## config.mk

```make
export PLATFORM = sky130hd
export DESIGN_NAME = regfile_mp
export DESIGN_NICKNAME = d
export VERILOG_FILES = /design/src/rtl/cgra_rf_pkg.sv /design/src/rtl/regfile_init_seq.sv /design/src/rtl/regfile_mp.sv
export SDC_FILE = /design/constraint.sdc
export NUM_CORES = 1
export LEC_CHECK = 0
export CAP_MARGIN = 20
export CORE_MARGIN = 4
export CORE_UTILIZATION = 50
export DETAILED_ROUTE_END_ITERATION = 12
export PLACE_DENSITY = 0.68
export SETUP_SLACK_MARGIN = 0.02
export SKIP_LAST_GASP = 1
export SYNTH_ARGS = -nofsm -noshare
export SYNTH_HDL_FRONTEND = slang
export SYNTH_SLANG_ARGS = --single-unit
```

## constraint.sdc

```tcl
create_clock -name clk -period 3.65 [get_ports clk]
set_clock_uncertainty 0.15 [all_clocks]
set_input_delay 0.73 -clock clk [delete_from_list [all_inputs] [get_ports clk]]
set_output_delay 0.73 -clock clk [all_outputs]
set_load 0.01 [all_outputs]
```

## src/rtl/cgra_rf_pkg.sv

```systemverilog
// cgra_rf_pkg: shared types for the CGRA register file.
//   rf_state_e  - init sequencer states (INIT sweep, then RUN)
//   INIT_*      - encodings for the INIT_MODE parameter
// The project-wide sizing defines (PHIT_SIZE, depth_RF, dwidth_RFadd) stay
// as macros; guarded defaults here let the slice build standalone.
`ifndef PHIT_SIZE
`define PHIT_SIZE 16
`endif
`ifndef depth_RF
`define depth_RF 16
`endif
`ifndef dwidth_RFadd
`define dwidth_RFadd 4
`endif

package cgra_rf_pkg;

  typedef enum logic {
    ST_INIT = 1'b0,
    ST_RUN  = 1'b1
  } rf_state_e;

  localparam int INIT_ZERO = 0;  // every entry cleared
  localparam int INIT_X10  = 1;  // entry i = i*10, truncated to DWIDTH

endpackage

```

## src/rtl/regfile_init_seq.sv

```systemverilog
// regfile_init_seq: post-reset sweep that writes one entry per cycle.
//   clk, rst_n   - clock / async active-low reset
//   init_we_o    - high while sweeping (storage takes init data, drops user writes)
//   init_addr_o  - entry being written this cycle
//   init_data_o  - INIT_MODE pattern for that entry
//   ready_o      - registered, rises on the edge that writes entry DEPTH-1
module regfile_init_seq
  import cgra_rf_pkg::*;
#(
  parameter int DWIDTH    = `PHIT_SIZE,
  parameter int DEPTH     = `depth_RF,
  parameter int AWIDTH    = `dwidth_RFadd,
  parameter int INIT_MODE = INIT_ZERO
) (
  input  logic              clk,
  input  logic              rst_n,
  output logic              init_we_o,
  output logic [AWIDTH-1:0] init_addr_o,
  output logic [DWIDTH-1:0] init_data_o,
  output logic              ready_o
);

  localparam logic [AWIDTH-1:0] LAST = AWIDTH'(DEPTH - 1);

  rf_state_e         state_q;
  logic [AWIDTH-1:0] cnt_q;
  logic              ready_q;

  always_ff @(posedge clk or negedge rst_n) begin
    if (!rst_n) begin
      state_q <= ST_INIT;
      cnt_q   <= '0;
      ready_q <= 1'b0;
    end else begin
      case (state_q)
        ST_INIT: begin
          if (cnt_q == LAST) begin
            state_q <= ST_RUN;
            ready_q <= 1'b1;
          end else begin
            cnt_q <= cnt_q + 1'b1;
          end
        end
        ST_RUN:  ;
        default: state_q <= ST_INIT;
      endcase
    end
  end

  assign init_we_o   = (state_q == ST_INIT);
  assign init_addr_o = cnt_q;
  // DWIDTH-wide multiply wraps modulo 2^DWIDTH, which is the truncation we want.
  assign init_data_o = (INIT_MODE == INIT_X10) ? DWIDTH'(cnt_q) * DWIDTH'(10) : '0;
  assign ready_o     = ready_q;

endmodule

```

## src/rtl/regfile_mp.sv

```systemverilog
// regfile_mp: multi-port register file with init sweep, bypass and error flags.
//   clk, rst_n  - clock / async active-low reset (memory itself is not reset)
//   wen         - per write-port enable             [N_WR]
//   wr_addr     - write addresses                   [N_WR][AWIDTH]
//   d_in        - write data                        [N_WR][DWIDTH]
//   rd_addr     - read addresses                    [N_RD][AWIDTH]
//   d_out       - read data (comb or registered)    [N_RD][DWIDTH]
//   ready       - init sweep finished
//   wr_conflict - one-cycle pulse after a same-address dual write
//   addr_err    - one-cycle pulse after any out-of-range access
`ifndef PHIT_SIZE
`define PHIT_SIZE 16
`endif
`ifndef depth_RF
`define depth_RF 16
`endif
`ifndef dwidth_RFadd
`define dwidth_RFadd 4
`endif

module regfile_mp
  import cgra_rf_pkg::*;
#(
  parameter int DWIDTH    = `PHIT_SIZE,
  parameter int DEPTH     = `depth_RF,
  parameter int AWIDTH    = `dwidth_RFadd,
  parameter int N_RD      = 2,
  parameter int N_WR      = 2,
  parameter int RD_LAT    = 0,
  parameter int BYPASS    = 1,
  parameter int INIT_MODE = INIT_ZERO
) (
  input  logic                        clk,
  input  logic                        rst_n,
  input  logic [N_WR-1:0]             wen,
  input  logic [N_WR-1:0][AWIDTH-1:0] wr_addr,
  input  logic [N_WR-1:0][DWIDTH-1:0] d_in,
  input  logic [N_RD-1:0][AWIDTH-1:0] rd_addr,
  output logic [N_RD-1:0][DWIDTH-1:0] d_out,
  output logic                        ready,
  output logic                        wr_conflict,
  output logic                        addr_err
);

  // One extra bit so DEPTH == 2**AWIDTH still compares correctly.
  localparam logic [AWIDTH:0] DEPTH_A = (AWIDTH + 1)'(DEPTH);

  logic                        init_we;
  logic [AWIDTH-1:0]           init_addr;
  logic [DWIDTH-1:0]           init_data;
  logic                        run;

  logic [DWIDTH-1:0]           mem_q [DEPTH];
  logic [N_WR-1:0]             wr_oor, wr_ok, wr_eff;
  logic [N_RD-1:0]             rd_oor;
  logic [N_RD-1:0][DWIDTH-1:0] rd_val;
  logic                        conflict;
  logic                        addr_err_d;
  logic                        wr_conflict_q, addr_err_q;

  regfile_init_seq #(
    .DWIDTH   (DWIDTH),
    .DEPTH    (DEPTH),
    .AWIDTH   (AWIDTH),
    .INIT_MODE(INIT_MODE)
  ) u_init (
    .clk        (clk),
    .rst_n      (rst_n),
    .init_we_o  (init_we),
    .init_addr_o(init_addr),
    .init_data_o(init_data),
    .ready_o    (run)
  );

  always_comb begin
    for (int k = 0; k < N_WR; k++) begin
      wr_oor[k] = ({1'b0, wr_addr[k]} >= DEPTH_A);
      wr_ok[k]  = run & wen[k] & ~wr_oor[k];
    end
    for (int j = 0; j < N_RD; j++) begin
      rd_oor[j] = ({1'b0, rd_addr[j]} >= DEPTH_A);
    end
  end

  generate
    if (N_WR == 2) begin : g_conf
      assign conflict = wr_ok[0] & wr_ok[1] & (wr_addr[0] == wr_addr[1]);
    end else begin : g_noconf
      assign conflict = 1'b0;
    end
  endgenerate

  // Port 0 wins a same-address collision; port 1 is squashed so it neither
  // commits nor forwards.
  always_comb begin
    wr_eff = wr_ok;
    if (conflict) wr_eff[N_WR-1] = 1'b0;
  end

  always_comb begin
    addr_err_d = run & ((|(wen & wr_oor)) | (|rd_oor));
  end

  // Storage: no reset, rebuilt only by the init sweep.
  always_ff @(posedge clk) begin
    if (init_we) begin
      mem_q[init_addr] <= init_data;
    end else begin
      for (int k = 0; k < N_WR; k++) begin
        if (wr_eff[k]) mem_q[wr_addr[k]] <= d_in[k];
      end
    end
  end

  // Read path: zero while sweeping or out of range, then same-cycle forward.
  always_comb begin
    rd_val = '0;
    for (int j = 0; j < N_RD; j++) begin
      if (run && !rd_oor[j]) rd_val[j] = mem_q[rd_addr[j]];
      if (BYPASS != 0) begin
        for (int k = 0; k < N_WR; k++) begin
          if (wr_eff[k] && (wr_addr[k] == rd_addr[j])) rd_val[j] = d_in[k];
        end
      end
    end
  end

  generate
    if (RD_LAT == 1) begin : g_rd_reg
      logic [N_RD-1:0][DWIDTH-1:0] d_out_q;
      always_ff @(posedge clk or negedge rst_n) begin
        if (!rst_n) d_out_q <= '0;
        else        d_out_q <= rd_val;
      end
      assign d_out = d_out_q;
    end else begin : g_rd_comb
      assign d_out = rd_val;
    end
  endgenerate

  always_ff @(posedge clk or negedge rst_n) begin
    if (!rst_n) begin
      wr_conflict_q <= 1'b0;
      addr_err_q    <= 1'b0;
    end else begin
      wr_conflict_q <= conflict;
      addr_err_q    <= addr_err_d;
    end
  end

  assign ready       = run;
  assign wr_conflict = wr_conflict_q;
  assign addr_err    = addr_err_q;

endmodule

```

==> metrics.txt, run 1 <==
cell count after synthesis=1200; Area contributors post-synth=sky130_fd_sc_hd__edfxtp_1, sky130_fd_sc_hd__mux2_2, sky130_fd_sc_hd__mux4_2; met2 track utilization from global routing=0.490; Die ar.=0.0369 mm²; number of I/O port buffers=85; Synth top cells by count=sky130_fd_sc_hd__edfxtp_1, sky130_fd_sc_hd__mux2_2, sky130_fd_sc_hd__mux2i_1, sky130_fd_sc_hd__clkbuf_1, sky130_fd_sc_hd__a22oi_1; Post-Place Cell Area=0.0198 mm²; IR Drop Worst-Case VDD=357 µV; area of the core=0.0334 mm²; proportion of power drawn by combinational gates=0.186; cell family with most CP delay=buffers and inverters; final slew viol count=0; RSZ-0062 raised after global routing=true; pwr/cell area=366 mW/mm²; sinks on the clock net=263; largest net degree at the start of global routing=28; library cell contributing the largest single delay on the critical path=sky130_fd_sc_hd__a221o_1; timing-limited maximum frequency=277 MHz; destination of the worst register-to-register timing path=mem_q[14][15]; Int Power=5.80 mW; nets@finish=1449; critical register-to-register path startpoint=u_init.ready_o; remaining antenna violation count after routing=0; critical-path cell list=buf_2 -> buf_4 -> xnor2_1 -> nand4_1 -> a211oi_4 -> buf_6 -> buf_8 -> buf_4 -> a2111oi_4 -> buf_4 -> a221o_1 -> buf_2; number of iterations in the first detailed-routing pass=6; Static Leakage=8.29 nW; share of power burned in the clock network=0.380; overall overflow remaining after global route=0; total net switching power=1.96 mW; max-cap violations=0; DP HPWL=37700 µm; warning count from the yosys run=0; number of nets produced by synthesis=1253; sequential share of power=0.434; count of non-filler cells in the finished layout=1866; delay of the slowest critical-path stage=0.25 ns; H-tree Lvls=1; Inserted Diodes=0; type of the setup path with the least slack=in -> out; mean cell area of the mapped netlist=14.1 µm²; initial antenna violation count=1; Arrival @ worst endpoint=2.73 ns; switching fraction of total power=0.252; DRC marker count from the first detailed-route iteration=1413; via count of the first global-routing pass=12500; met3 usage=0.0351; Data required, critical path=2.77 ns; path class of the lowest-slack min-delay path=in -> async; Final Hold Fails=0; maximum fanout along the worst path=7; Final Wtd Congestion=0.979; register-to-register path setup slack=0.83 ns; clock edge transition at the registers on the reported setup and hold paths=0.06 ns; number of placement rows=67; area growth from synthesis to layout=25.1%; Worst Path Buf+Inv=7; sequential area share after synthesis=0.464; met1 Use GR=0.394; Slew HR=0.456; number of enable-type register cells in the synthesized netlist=256; fraction of layout cells with a size suffix above 1=0.500; first-pass GRT wire length=79700 µm; dominant cell by count in the synthesized netlist=sky130_fd_sc_hd__edfxtp_1; proportion of register bits with asynchronous set or reset after synthesis=0.0266; Initial Util=0.507; top cell type by total area after synthesis=sky130_fd_sc_hd__edfxtp_1; root buf cell=sky130_fd_sc_hd__clkbuf_16; Crit. Startpoint=rd_addr[1]; post-layout instance area=0.0212 mm²; total power after layout=7.76 mW; kind of start point of the critical path=input pin; Worst path most repeated cell=sky130_fd_sc_hd__buf_4; slew at the pin closest to its max-slew limit=0.811 ns; clock tree from TritonCTS=done; worst hold slack=0.286 ns; Avg Vias per Cell=6.56; endpoint class of the critical path=output port; x dimension of the die=192 µm; final critical delay including setup and external delays=3.61 ns; final count of negative-setup-slack endpoints=0; clock latency on the worst-skew pair=0.55 ns; total wire length=53600 µm; count of boundary I/O pins=87; routed length per instance=28.7 µm; Most Crowded Layer GR=met2; number of buffers created by CTS=29; flops & latches, synth=263; Max Root-Sink Buffers=3; result of the run=completed; DRC Markers=0; number of library cell types mapped by synthesis=52; worst reg-to-reg path cell count=8; most used flip-flop cell after synthesis=sky130_fd_sc_hd__edfxtp_1; top cell type's share of synthesized area=0.454; Post-Synthesis Cell Area=0.0169 mm²; routed via count=12200; share of the clock period used by the worst path after layout=0.989; floorplan die height=192 µm; Crit path depth=12; Overall Global Routing Usage=0.289; post-placement cell count=1798
-- sequential cells by signal, summed over array words and instances, names as in the netlist --
| name | count |
|---|---|
| u_init.ready_o | 1 |
| wr_conflict | 1 |
| u_init.init_addr_o | 4 |
| u_init.state_q | 1 |
| mem_q | 256 |
-- power by group through the flow --
| stage | clock [mW] | sequential (mW) | combinational, mW |
|---|---|---|---|
| after floorplan | 0 | 3.43 | 0.733 |
| after global routing | 3.09 | 3.37 | 1.51 |
| after detailed placement | 0 | 3.43 | 1.37 |
| after global placement | 0 | 3.43 | 1.35 |
| after CTS | 2.97 | 3.37 | 1.40 |
| final | 2.95 | 3.37 | 1.45 |
-- worst max path at each step --
stage                  endpoint
floorplan           mem_q[0][0]
global placement      d_out[20]
detailed placement    d_out[20]
CTS                   d_out[20]
global route          d_out[27]
finish                d_out[10]
-- metrics by stage --
stage               worst slack (ns)   util  setup TNS [ns]
floorplan                      0.251      -               0
global placement              -0.959  0.592          -19.43
detailed placement            -0.970  0.593          -20.21
CTS                          -0.0540  0.630         -0.0935
global route                 -0.0341  0.634         -0.0646
finish                        0.0410  0.634               0
-- placed cells by master (no fill, tap or decap), types with 6 or more instances in the layout --
cell type | Yosys | routed
sky130_fd_sc_hd__clkbuf_16 | 0 | 29
sky130_fd_sc_hd__clkdlybuf4s50_1 | 0 | 36
sky130_fd_sc_hd__a2111oi_2 | 0 | 10
sky130_fd_sc_hd__and3_2 | 7 | 7
sky130_fd_sc_hd__a2111oi_1 | 0 | 8
sky130_fd_sc_hd__mux2_2 | 212 | 212
sky130_fd_sc_hd__a21oi_1 | 7 | 7
sky130_fd_sc_hd__nand2_1 | 38 | 36
sky130_fd_sc_hd__a31oi_1 | 6 | 6
sky130_fd_sc_hd__clkdlybuf4s15_2 | 0 | 6
sky130_fd_sc_hd__clkbuf_1 | 68 | 6
sky130_fd_sc_hd__buf_4 | 5 | 178
sky130_fd_sc_hd__o22ai_2 | 0 | 6
sky130_fd_sc_hd__mux4_2 | 64 | 64
sky130_fd_sc_hd__a2111oi_4 | 0 | 8
sky130_fd_sc_hd__nor2_1 | 8 | 8
sky130_fd_sc_hd__dfrtp_1 | 7 | 6
sky130_fd_sc_hd__o21bai_2 | 0 | 15
sky130_fd_sc_hd__buf_2 | 37 | 16
sky130_fd_sc_hd__buf_6 | 7 | 11
sky130_fd_sc_hd__xnor2_1 | 16 | 12
sky130_fd_sc_hd__o22ai_1 | 32 | 26
sky130_fd_sc_hd__clkbuf_2 | 0 | 8
sky130_fd_sc_hd__dlygate4sd2_1 | 0 | 13
sky130_fd_sc_hd__nor4_4 | 7 | 7
sky130_fd_sc_hd__clkinv_1 | 0 | 7
sky130_fd_sc_hd__nor2b_1 | 6 | 6
sky130_fd_sc_hd__a22oi_1 | 66 | 66
sky130_fd_sc_hd__and3_1 | 10 | 10
sky130_fd_sc_hd__mux2i_1 | 128 | 128
sky130_fd_sc_hd__edfxtp_1 | 256 | 256
sky130_fd_sc_hd__a221o_1 | 27 | 27
sky130_fd_sc_hd__buf_12 | 3 | 39
sky130_fd_sc_hd__mux2_4 | 45 | 45
-- metal layers --
metal,wire (µm),part of all wire
met5,0,0
met3,3820,0.071
met2,26900,0.50
met4,1560,0.029
met1,21400,0.40
-- logic make-up (layout without fill, tap and decap cells) --
| group | after synthesis | in the layout | synth area share |
|---|---|---|---|
| flip-flops | 263 | 263 | 0.464 |
| AO/OA/AOI/OAI | 197 | 197 | 0.0904 |
| buffers and inverters | 156 | 374 | 0.0444 |
| multiplexers | 449 | 449 | 0.341 |
| other | 1 | 1 | 0.000221 |
| AND/OR/NAND/NOR | 111 | 111 | 0.0475 |
| XOR/XNOR | 22 | 22 | 0.0114 |
| adder cells (fa/ha/maj) | 1 | 1 | 0.000738 |
-- timing repair --
item	in CTS	in global routing
hold buffers	0	0
setup buffers	13	1
gates cloned	2	0
endpoints found under the setup margin	32	28
gates resized for setup	176	41
pin swaps	9	8
-- final cells by class --
| cell class | instances | area [µm²] |
|---|---|---|
| timing repair buffer | 316 | 3060 |
| multi-input combinational | 781 | 8760 |
| inverter | 5 | 18.8 |
| sequential | 263 | 7860 |
| tap | 448 | 561 |
| clock buffer | 35 | 748 |
| clock inverter | 18 | 196 |
| fill | 2470 | 12200 |
(Power assumes the default switching activity.)
==> run 2, diff against run 1 <==
Settings changed: MAX_ROUTING_LAYER set to met4.
==> metrics.txt, run 2 (same netlist as run 1, synthesis figures left out) <==
clock tree from TritonCTS=done (unchanged); Crit. Startpoint=rd_addr[5] (was rd_addr[1]); root buf cell=sky130_fd_sc_hd__clkbuf_16 (unchanged); Arrival @ worst endpoint=2.79 ns (was 2.73 ns); Final Wtd Congestion=0.997 (was 0.979); total power after layout=7.76 mW (about the same); share of the clock period used by the worst path after layout=1.00 (was 0.989); sequential share of power=0.434 (about the same); Static Leakage=8.29 nW (about the same); worst hold slack=0.285 ns (was 0.286 ns); max-cap violations=0 (unchanged); result of the run=complete, but fails checks (was completed); count of boundary I/O pins=87 (unchanged); Die ar.=0.0369 mm² (unchanged); number of placement rows=67 (unchanged); flip-flop count of the largest register, all copies and words added=256 (unchanged); type of the setup path with the least slack=in -> out (unchanged); register-to-register path setup slack=0.84 ns (was 0.83 ns); DRC marker count from the first detailed-route iteration=1365 (was 1413); final critical delay including setup and external delays=3.67 ns (was 3.61 ns); endpoint class of the critical path=output port (unchanged); total net switching power=1.96 mW (about the same); critical register-to-register path startpoint=u_init.ready_o (unchanged); routed length per instance=28.8 µm (was 28.7 µm); top register by number of flip-flops=mem_q (unchanged); Final Hold Fails=0 (unchanged); first-pass GRT wire length=79700 µm (about the same); x dimension of the die=192 µm (unchanged); clock latency on the worst-skew pair=0.55 ns (about the same); DP HPWL=37700 µm (unchanged); timing-limited maximum frequency=273 MHz (was 277 MHz); Int Power=5.80 mW (about the same); area growth from synthesis to layout=25.2% (was 25.1%); Avg Vias per Cell=6.55 (was 6.56); floorplan die height=192 µm (unchanged); final count of negative-setup-slack endpoints=1 (was 0); initial antenna violation count=1 (unchanged); RSZ-0062 raised after global routing=true (unchanged); worst-case setup margin in the final layout=-0.0179 ns (was 0.0410 ns); slew at the pin closest to its max-slew limit=0.783 ns (was 0.811 ns); largest net degree at the start of global routing=28 (unchanged); most used cells in the layout excluding fill and tap cells=sky130_fd_sc_hd__edfxtp_1, sky130_fd_sc_hd__mux2_2, sky130_fd_sc_hd__buf_4 (unchanged); path class of the lowest-slack min-delay path=in -> async (unchanged); kind of start point of the critical path=input pin (unchanged); remaining antenna violation count after routing=0 (unchanged); maximum fanout along the worst path=8 (was 7); number of I/O port buffers=85 (unchanged); routed via count=12200 (about the same); area of the core=0.0334 mm² (unchanged); Max Root-Sink Buffers=3 (unchanged); switching fraction of total power=0.253 (was 0.252); Overall Global Routing Usage=0.297 (was 0.289); H-tree Lvls=1 (unchanged); IR Drop Worst-Case VDD=359 µV (was 357 µV); sinks on the clock net=263 (unchanged); clock edge transition at the registers on the reported setup and hold paths=0.06 ns (about the same); via count of the first global-routing pass=12400 (was 12500); Slew HR=0.475 (was 0.456); proportion of power drawn by combinational gates=0.187 (was 0.186); final slew viol count=0 (unchanged); number of iterations in the first detailed-routing pass=5 (was 6); DRC Markers=0 (unchanged); overall overflow remaining after global route=0 (unchanged); total wire length=53900 µm (was 53600 µm); Data required, critical path=2.77 ns (about the same); Initial Util=0.507 (unchanged); worst reg-to-reg path cell count=7 (was 8); utilization after layout=0.634 (about the same); pwr/cell area=366 mW/mm² (about the same); nets@finish=1449 (unchanged); CTS Hold Bufs=0 (unchanged); number of buffers created by CTS=29 (unchanged); violations in the final reports=negative setup slack; most frequent standard cell in the layout excluding fill and tap cells=sky130_fd_sc_hd__edfxtp_1 (unchanged); Setup WS pre-CTS=-0.970 ns (unchanged); share of power burned in the clock network=0.380 (about the same); fraction of layout cells with a size suffix above 1=0.499 (was 0.500)
## run 2: changes by cell type in the layout (fill, tap and decap cells not counted)
cell                              change
sky130_fd_sc_hd__a2111oi_1            +1
sky130_fd_sc_hd__a2111oi_2            -2
sky130_fd_sc_hd__a2111oi_4            +1
sky130_fd_sc_hd__buf_2                -1
sky130_fd_sc_hd__buf_4                -1
sky130_fd_sc_hd__buf_6                +1
sky130_fd_sc_hd__clkdlybuf4s15_2      +1
sky130_fd_sc_hd__diode_2              +1
sky130_fd_sc_hd__xnor2_1              +1
sky130_fd_sc_hd__xnor2_2              -1
## run 2: area by class of cell
| cell class | instances | area [µm²] |
|---|---|---|
| inverters | 5 | 18.8 |
| diodes | 1 | 2.50 |
| flip-flops and latches | 263 | 7860 |
| repair buffers | 316 | 3070 |
| well taps | 448 | 561 |
| fillers | 2463 | 12200 |
| clock inverters | 18 | 196 |
| clock buffers | 35 | 748 |
| multi-input cells | 781 | 8760 |
## run 2: worst paths after layout
kind,endpoint
worst max-delay path,d_out[18]
worst min-delay path,u_init.init_addr_o[1]
worst max register to register,mem_q[0][13]
worst min register to register,u_init.init_addr_o[0]
max in group asynchronous,u_init.ready_o
min in group clk,u_init.init_addr_o[0]
## run 2: layer usage
metal	up-vias	part of all wire	track usage
li1	5232	-	-
met1	6310	0.40	0.395
met2	586	0.50	0.490
met3	110	0.075	0.0345
met4	0	0.029	0.0804
met5	-	0	-
## run 2: power by group through the flow
stage                     clock network [mW]  registers, mW  logic [mW]
final                                   2.95           3.37        1.45
after global routing                    3.09           3.37        1.52
after CTS                               2.97           3.37        1.40
after detailed placement                   0           3.43        1.37
after global placement                     0           3.43        1.35
after floorplan                            0           3.43       0.733
## run 2: per-stage QoR
stage / std cells / cell area, µm² / setup TNS [ns]
finish: 1867 / 21200 / -0.0179
global route: 1866 / 21200 / -0.126
CTS: 1865 / 21100 / -0.0935
detailed placement: 1798 / 19800 / -20.21
global placement: 1797 / 19800 / -19.43
floorplan: 1200 / 16900 / 0
## run 2: worst max-delay path: stages
cell and delay [ns]:
sky130_fd_sc_hd__clkbuf_4 0.22, sky130_fd_sc_hd__buf_4 0.20, sky130_fd_sc_hd__buf_4 0.12, sky130_fd_sc_hd__mux4_2 0.27, sky130_fd_sc_hd__o22ai_1 0.45, sky130_fd_sc_hd__a2111oi_4 0.13, sky130_fd_sc_hd__buf_4 0.16, sky130_fd_sc_hd__a221o_1 0.26
sky130_fd_sc_hd__clkdlybuf4s15_1 0.24
## run 2: timing repair
item	CTS	global route
resized for setup	176	40
pin swaps	9	7
setup endpoints to repair	32	27
gates cloned	2	0
buffers inserted	13	1
